## config.mk

```make
export PLATFORM = sky130hd
export DESIGN_NAME = ioports_cmd_slave_flat
export DESIGN_NICKNAME = d
export VERILOG_FILES = /design/src/rtl/ioports_pkg.sv /design/src/rtl/ioports_cmd_slave_if.sv /design/src/rtl/ioports_tx_serializer.sv /design/src/rtl/ioports_cmd_slave.sv /design/src/flat_wrapper.sv
export SDC_FILE = /design/constraint.sdc
export NUM_CORES = 1
export LEC_CHECK = 0
export ABC_AREA = 0
export ABC_CLOCK_PERIOD_IN_PS = 4000
export BUFFER_PORTS_ARGS = -buffer_cell sky130_fd_sc_hd__buf_2
export CELL_PAD_IN_SITES_DETAIL_PLACEMENT = 0
export CELL_PAD_IN_SITES_GLOBAL_PLACEMENT = 2
export CORE_MARGIN = 1.5
export CORE_UTILIZATION = 35
export DETAILED_ROUTE_END_ITERATION = 8
export GPL_TIMING_DRIVEN = 0
export MAX_ROUTING_LAYER = met4
export PLACE_DENSITY = 0.87
export SYNTH_ARGS = -nofsm -noshare
export SYNTH_HDL_FRONTEND = slang
export SYNTH_SLANG_ARGS = --single-unit
```

## constraint.sdc

```tcl
create_clock -name clock -period 4 [get_ports clock]
set_clock_uncertainty 0.2 [all_clocks]
set_input_delay 0.4 -clock clock [delete_from_list [all_inputs] [get_ports clock]]
set_output_delay 0.4 -clock clock [all_outputs]
set_load 0.02 [all_outputs]
```

## src/rtl/ioports_pkg.sv

```systemverilog
// Shared definitions for the host byte-protocol responder: command nibbles,
// well-known port numbers and the state encodings of both FSMs.
package ioports_pkg;

    localparam logic [3:0] CMD_WRITE = 4'b0010;
    localparam logic [3:0] CMD_READ  = 4'b0011;

    localparam logic [3:0] PORT_STATUS      = 4'd1;
    localparam logic [3:0] PORT_CODEC_DATA  = 4'd2;
    localparam logic [3:0] PORT_CODEC_REGID = 4'd3;
    localparam logic [3:0] PORT_CODEC_CMD   = 4'd15;

    // state          | meaning
    // ST_IDLE        | waiting for a command byte
    // ST_WR_COLLECT  | gathering the 4 data bytes of a WRITE
    // ST_WR_COMMIT   | wr_en pulse with the assembled word
    // ST_RD_REQ      | rd_en pulse to the register bank
    // ST_RD_LATCH    | rd_data valid; hand it to the serializer
    // ST_TX          | serializer sending the 4 reply bytes
    typedef enum logic [2:0] {
        ST_IDLE,
        ST_WR_COLLECT,
        ST_WR_COMMIT,
        ST_RD_REQ,
        ST_RD_LATCH,
        ST_TX
    } state_t;

    // state          | meaning
    // TX_IDLE        | nothing to send
    // TX_LOAD        | waiting for tx_ready, then strobe tx_en
    // TX_WAIT_BUSY   | waiting for the transmitter to drop tx_ready
    // TX_WAIT_DONE   | waiting for tx_ready to return, then next byte
    typedef enum logic [1:0] {
        TX_IDLE,
        TX_LOAD,
        TX_WAIT_BUSY,
        TX_WAIT_DONE
    } tx_state_t;

    function automatic logic is_known_cmd(input logic [3:0] nib);
        return (nib == CMD_WRITE) || (nib == CMD_READ);
    endfunction

endpackage

```

## src/rtl/ioports_cmd_slave_if.sv

```systemverilog
// Bus bundle between the UART/register-bank side (master) and the
// command responder (slave).
interface ioports_cmd_slave_if;

    logic        rx_ready;
    logic [7:0]  rx_data;
    logic        tx_ready;
    logic        tx_en;
    logic [7:0]  tx_data;
    logic        wr_en;
    logic [3:0]  wr_addr;
    logic [31:0] wr_data;
    logic        rd_en;
    logic [3:0]  rd_addr;
    logic [31:0] rd_data;
    logic        busy;
    logic        cmd_err;

    modport slave (
        input  rx_ready, rx_data, tx_ready, rd_data,
        output tx_en, tx_data, wr_en, wr_addr, wr_data, rd_en, rd_addr, busy, cmd_err
    );

    modport master (
        output rx_ready, rx_data, tx_ready, rd_data,
        input  tx_en, tx_data, wr_en, wr_addr, wr_data, rd_en, rd_addr, busy, cmd_err
    );

endinterface

```

## src/rtl/ioports_tx_serializer.sv

```systemverilog
// Sends a 32-bit word as 4 bytes, MSB first, pacing each byte on the
// transmitter's tx_ready fall/rise so no byte is loaded while one is in flight.
module ioports_tx_serializer
    import ioports_pkg::*;
(
    input  logic        clock,
    input  logic        reset,
    input  logic        start,
    input  logic [31:0] data,
    input  logic        tx_ready,
    output logic        tx_en,
    output logic [7:0]  tx_data,
    output logic        done
);

    tx_state_t   state, state_nxt;
    logic [31:0] shift;
    logic [1:0]  idx;

    // State register plus word/index bookkeeping.
    always_ff @(posedge clock or posedge reset) begin
        if (reset) begin
            state <= TX_IDLE;
            shift <= '0;
            idx   <= '0;
        end else begin
            state <= state_nxt;
            if (state == TX_IDLE && start) begin
                shift <= data;
                idx   <= '0;
            end else if (state == TX_WAIT_DONE && tx_ready) begin
                shift <= {shift[23:0], 8'h00};
                idx   <= idx + 2'd1;
            end
        end
    end

    // Next state and handshake strobes.
    always_comb begin
        state_nxt = state;
        tx_en     = 1'b0;
        done      = 1'b0;
        case (state)
            TX_IDLE: begin
                if (start) state_nxt = TX_LOAD;
            end
            TX_LOAD: begin
                if (tx_ready) begin
                    tx_en     = 1'b1;
                    state_nxt = TX_WAIT_BUSY;
                end
            end
            TX_WAIT_BUSY: begin
                if (!tx_ready) state_nxt = TX_WAIT_DONE;
            end
            TX_WAIT_DONE: begin
                if (tx_ready) begin
                    if (idx == 2'd3) begin
                        done      = 1'b1;
                        state_nxt = TX_IDLE;
                    end else begin
                        state_nxt = TX_LOAD;
                    end
                end
            end
            default: state_nxt = TX_IDLE;
        endcase
    end

    // The shift register empties to zero after the last byte, so tx_data
    // idles at 0 without extra gating.
    assign tx_data = shift[31:24];

endmodule

```

## src/rtl/ioports_cmd_slave.sv

```systemverilog
// Host byte-protocol responder: parses WRITE/READ command bytes from the
// UART receiver, drives the register-bank strobes and returns read words
// through the UART transmitter.
module ioports_cmd_slave
    import ioports_pkg::*;
#(
    parameter int TIMEOUT_CYCLES = 10_000_000,
    parameter int TO_W           = 24
) (
    input  logic clock,
    input  logic reset,
    ioports_cmd_slave_if.slave bus
);

    localparam logic [TO_W-1:0] TO_LIMIT = TO_W'(TIMEOUT_CYCLES);

    state_t          state, state_nxt;
    logic [3:0]      wr_addr_q;
    logic [3:0]      rd_addr_q;
    logic [31:0]     wr_shift;
    logic [1:0]      byte_cnt;
    logic [TO_W-1:0] to_cnt;
    logic            cmd_err_q;
    logic [3:0]      rx_nib;
    logic            tx_start;
    logic            tx_done;

    assign rx_nib   = bus.rx_data[7:4];
    assign tx_start = (state == ST_RD_LATCH);

    // State register, address/word capture and the cmd_err pulse.
    always_ff @(posedge clock or posedge reset) begin
        if (reset) begin
            state     <= ST_IDLE;
            wr_addr_q <= '0;
            rd_addr_q <= '0;
            wr_shift  <= '0;
            byte_cnt  <= '0;
            cmd_err_q <= 1'b0;
        end else begin
            state     <= state_nxt;
            cmd_err_q <= (state == ST_IDLE) && bus.rx_ready && !is_known_cmd(rx_nib);
            if (state == ST_IDLE && bus.rx_ready && rx_nib == CMD_WRITE) begin
                wr_addr_q <= bus.rx_data[3:0];
                byte_cnt  <= '0;
            end
            if (state == ST_IDLE && bus.rx_ready && rx_nib == CMD_READ) begin
                rd_addr_q <= bus.rx_data[3:0];
            end
            if (state == ST_WR_COLLECT && bus.rx_ready) begin
                wr_shift <= {wr_shift[23:0], bus.rx_data};
                byte_cnt <= byte_cnt + 2'd1;
            end
        end
    end

    // Inter-byte timeout: restarts on each data byte, saturates at the
    // limit, and sits at zero outside WR_COLLECT.
    always_ff @(posedge clock or posedge reset) begin
        if (reset) begin
            to_cnt <= '0;
        end else if (state != ST_WR_COLLECT || bus.rx_ready) begin
            to_cnt <= '0;
        end else if (to_cnt != TO_LIMIT) begin
            to_cnt <= to_cnt + 1'b1;
        end
    end

    // Command sequencing; bytes arriving outside IDLE/WR_COLLECT are ignored.
    always_comb begin
        state_nxt = state;
        case (state)
            ST_IDLE: begin
                if (bus.rx_ready) begin
                    if (rx_nib == CMD_WRITE)     state_nxt = ST_WR_COLLECT;
                    else if (rx_nib == CMD_READ) state_nxt = ST_RD_REQ;
                end
            end
            ST_WR_COLLECT: begin
                if (bus.rx_ready) begin
                    if (byte_cnt == 2'd3) state_nxt = ST_WR_COMMIT;
                end else if (to_cnt == TO_LIMIT) begin
                    state_nxt = ST_IDLE;
                end
            end
            ST_WR_COMMIT: state_nxt = ST_IDLE;
            ST_RD_REQ:    state_nxt = ST_RD_LATCH;
            ST_RD_LATCH:  state_nxt = ST_TX;
            ST_TX: begin
                if (tx_done) state_nxt = ST_IDLE;
            end
            default: state_nxt = ST_IDLE;
        endcase
    end

    ioports_tx_serializer u_tx (
        .clock    (clock),
        .reset    (reset),
        .start    (tx_start),
        .data     (bus.rd_data),
        .tx_ready (bus.tx_ready),
        .tx_en    (bus.tx_en),
        .tx_data  (bus.tx_data),
        .done     (tx_done)
    );

    assign bus.wr_en   = (state == ST_WR_COMMIT);
    assign bus.wr_addr = wr_addr_q;
    assign bus.wr_data = wr_shift;
    assign bus.rd_en   = (state == ST_RD_REQ);
    assign bus.rd_addr = rd_addr_q;
    assign bus.busy    = (state != ST_IDLE);
    assign bus.cmd_err = cmd_err_q;

endmodule

```

## src/flat_wrapper.sv

```systemverilog
// flat-port wrapper written by rule: the top's interface ports become plain ports
module ioports_cmd_slave_flat import ioports_pkg::*;
#(
    parameter int TIMEOUT_CYCLES = 10_000_000,
    parameter int TO_W           = 24
)
  (clock, reset, bus_rx_ready, bus_rx_data, bus_tx_ready, bus_rd_data, bus_tx_en, bus_tx_data, bus_wr_en, bus_wr_addr, bus_wr_data, bus_rd_en, bus_rd_addr, bus_busy, bus_cmd_err);
  ioports_cmd_slave_if bus_i ();
  input  logic clock;
  input  logic reset;
  input wire logic [$bits(bus_i.rx_ready)-1:0] bus_rx_ready;
  input wire logic [$bits(bus_i.rx_data)-1:0] bus_rx_data;
  input wire logic [$bits(bus_i.tx_ready)-1:0] bus_tx_ready;
  input wire logic [$bits(bus_i.rd_data)-1:0] bus_rd_data;
  output wire logic [$bits(bus_i.tx_en)-1:0] bus_tx_en;
  output wire logic [$bits(bus_i.tx_data)-1:0] bus_tx_data;
  output wire logic [$bits(bus_i.wr_en)-1:0] bus_wr_en;
  output wire logic [$bits(bus_i.wr_addr)-1:0] bus_wr_addr;
  output wire logic [$bits(bus_i.wr_data)-1:0] bus_wr_data;
  output wire logic [$bits(bus_i.rd_en)-1:0] bus_rd_en;
  output wire logic [$bits(bus_i.rd_addr)-1:0] bus_rd_addr;
  output wire logic [$bits(bus_i.busy)-1:0] bus_busy;
  output wire logic [$bits(bus_i.cmd_err)-1:0] bus_cmd_err;
  assign bus_i.rx_ready = bus_rx_ready;
  assign bus_i.rx_data = bus_rx_data;
  assign bus_i.tx_ready = bus_tx_ready;
  assign bus_i.rd_data = bus_rd_data;
  assign bus_tx_en = bus_i.tx_en;
  assign bus_tx_data = bus_i.tx_data;
  assign bus_wr_en = bus_i.wr_en;
  assign bus_wr_addr = bus_i.wr_addr;
  assign bus_wr_data = bus_i.wr_data;
  assign bus_rd_en = bus_i.rd_en;
  assign bus_rd_addr = bus_i.rd_addr;
  assign bus_busy = bus_i.busy;
  assign bus_cmd_err = bus_i.cmd_err;
  ioports_cmd_slave #(.TIMEOUT_CYCLES(TIMEOUT_CYCLES), .TO_W(TO_W)) u_core (.clock(clock), .reset(reset), .bus(bus_i));
endmodule
```

==> metrics.md <==
| Metric | Value |
|---|---|
| DRC errors left | 0 |
| Initial core utilization | a little over a third |
| Status | finished, final reports clean |
| Initial antenna violation count | 0 |
| Area Overhead vs Synth | 20.77% |
| Num CTS Buffers | 9 |
| Kind of start point of the critical path | flop |
| Top cells by area, synth | dfrtp_1, mux2_2, mux2i_1 |
| Layout cells sized above 1 | a little under a third |
| Relative slew slack | between 40% and 50% |
| Final min period | 2.375 ns |
| Cts hold-fix bufs | 1 |
| Clock slew at the register clock pins of the worst setup and hold paths | approximately 0.07 ns |
| Sequential area share after synthesis | 54.36% |
| Power consumption | slightly below 2000 uW |
| Routed via count | 3565 |
| Routed vias/inst | between 4 and 5 |
| Clock Sinks | 106 |
| RSZ-0062 raised after global routing | no |
| PortBufs | 96 |
| # setup viols final | 0 |
| Average wire per standard cell | 14.91 um |
| Netlist Area Pre-Place | 4880 sq um |
| Sum of negative setup slack | 0 ns |
| WP data arrival | 2.45 ns |
| CTS tree | built |
| Max Cap Violations | 0 |
| Final nets | 599 |
| Setup Buffers After CTS | 0 |
| Worst EP required | 4.07 ns |
| 1st-pass router iterations | 4 |
| Commonest cells after routing, fill and taps aside | dfrtp_1, buf_2, nand2_1 |
| VDD IR max | roughly 190 uV |
| Root buffer cell | clkbuf_16 |
| Synth Flop Type | dfrtp_1 |
| GRT Total Usage | 15.94% |
| Synth top area share | 54.36% |
| Resized cells post-CTS | 0 |
| GP Congestion | 0.8247 |
| Initial DRC Count | around 190 |
| Final core occ | 43.98% |
| Pwr Density | around 330 nW/um^2 |
| Antenna cells | 0 |
| Cells after synthesis | 437 |
| Synth area leader | dfrtp_1 |
| H-tree depth | 3 |
| Tightest Hold Check Type | input pin to flop |
| Ys async rst share | 100.0% |
| Num ports | 97 |
| Place WS | 1.623 ns |
| Synthesized Nets | 490 |
| CTS max path bufs | 2 |
| Vias in the first global route | 3517 |
| Critical Setup Path Class | flop to flop |
| Worst-margin pin slew | between 0.7 and 0.8 ns |
| Standard-cell rows | 42 |
| First-pass GRT wire length | 17730 um |
| Fin. Hold Viols | 0 |
| Seq cells post-synth | 106 |
| Hpwl dp | 7896 um |
| Die area | ~15000 sq um |
| Routed WL | about 11000 um |
| Fin crit share | 59.38% |
| Syn_area_per_cell | between 10 and 15 sq um |
| P_leak | around 0.003 uW |
| Crit path max fanout | 10 |
| Synth warn | 0 |
| Commonest non-fill, non-tap cell in the layout | dfrtp_1 |
| Clk Latency, worst-skew pair | 0.35 ns |
| Remaining Overflow, GRT | 0 |
| Fin. max-slew vios | 0 |
| Fin Hold WS | 0.04158 ns |
| DRT antenna net count | 0 |
| Die H | 121.1 um |
| Core ar. | 13400 sq um |
| Post-synth EDFFs | 0 |
| Max Fclk | 421.0 MHz |
| Die Width | about 120 um |
| Largest net degree at the start of global routing | 63 |
| Crit. End Element | flop |
| Post-synth cell types | 46 |
| Slack of the critical path | 1.625 ns |
==> final timing paths <==
kind                                                    startpoint                            endpoint  slack (ns)  cells past startpoint
max in group asynchronous                                    reset   u_core.bus.wr_data[2]$_DFFE_PP0P_        2.42                      4
worst max register to register         u_core.state[2]$_DFFE_PP0P_   u_core.u_tx.shift[27]$_DFFE_PP0P_        1.62                      7
worst max-delay path                   u_core.state[2]$_DFFE_PP0P_   u_core.u_tx.shift[27]$_DFFE_PP0P_        1.62                      7
min in group asynchronous                                    reset        u_core.to_cnt[6]$_DFFE_PP0P_        0.47                      3
worst min register to register  u_core.bus.wr_data[27]$_DFFE_PP0P_  u_core.bus.wr_data[27]$_DFFE_PP0P_        0.30                      1
worst min-delay path                                bus_rd_data[4]    u_core.u_tx.shift[4]$_DFFE_PP0P_        0.04                      3
==> flip-flops by register name, indices dropped and copies added (netlist names) <==
register	flops
u_core.state	3
u_core.to_cnt	24
u_core.u_tx.state	2
u_core.byte_cnt	2
u_core.bus.rd_addr	4
u_core.bus.wr_addr	4
u_core.u_tx.idx	2
u_core.u_tx.shift	32
u_core.bus.cmd_err	1
u_core.bus.wr_data	32
==> metrics by stage <==
stage               instances  area, sq um
finish                    727         5893
global placement          709         5580
detailed placement        710         5610
floorplan                 437         4880
CTS                       727         5893
global route              727         5893
==> synth_stat cells (all sizes together), types with 4 or more instances <==
cell,count
buf,14
mux2,42
nor2b,4
xnor2,5
o21ai,39
nor4,4
nand2,55
mux2i,24
xor2,8
ha,9
dfrtp,106
or3,7
o31ai,7
nor3,5
clkbuf,17
nand3,10
or4,8
a21oi,13
nand4,7
nor2,15
inv,7
==> power by group <==
part / internal, uW / switching [uW]
clock network: 440 / 389
logic: 21.1 / 33.1
registers: 1070 / 0.403
==> cells by family (layout without fill, tap and decap cells) <==
| group | after synthesis | count (layout) | synth area share (%) |
|---|---|---|---|
| xor gates and xnor gates | 13 | 13 | 2.333 |
| and+or+nand+nor | 140 | 140 | 15.21 |
| DFF | 106 | 106 | 54.36 |
| muxes | 66 | 66 | 14.62 |
| buffers and inverters | 38 | 152 | 3.898 |
| adders and majority gates | 9 | 9 | 2.308 |
| AOI/OAI and AO/OA | 65 | 65 | 7.282 |
==> worst max-delay path: stages (launching register included) <==
cell and delay [ns]:
dfrtp_1 0.32, buf_2 0.18, nor3b_1 0.38, and2_1 0.23, clkbuf_1 0.31, clkbuf_1 0.44
nand2_1 0.14, o21ai_0 0.09
==> area by class of cell <==
type	count	area (sq um)
clock inverters	4	26.28
flip-flops and latches	106	2653
repair buffers	98	518.0
inverters	7	28.78
fillers	1295	7507
clock buffers	12	246.5
multi-input cells	293	2037
well taps	176	220.2
plain buffers	31	163.9
==> routing by layer <==
metal  global-route usage, %  share of wire, %  wire, um  vias up
met4                   4.485               1.3       146        0
li1                        -                 -         -     1753
met2                   24.82                48      5236       43
met1                   20.61                47      5134     1758
met5                       -                 0         0        -
met3                   4.276               3.0       326       11
No activity file was read; power rests on OpenSTA's default activity.
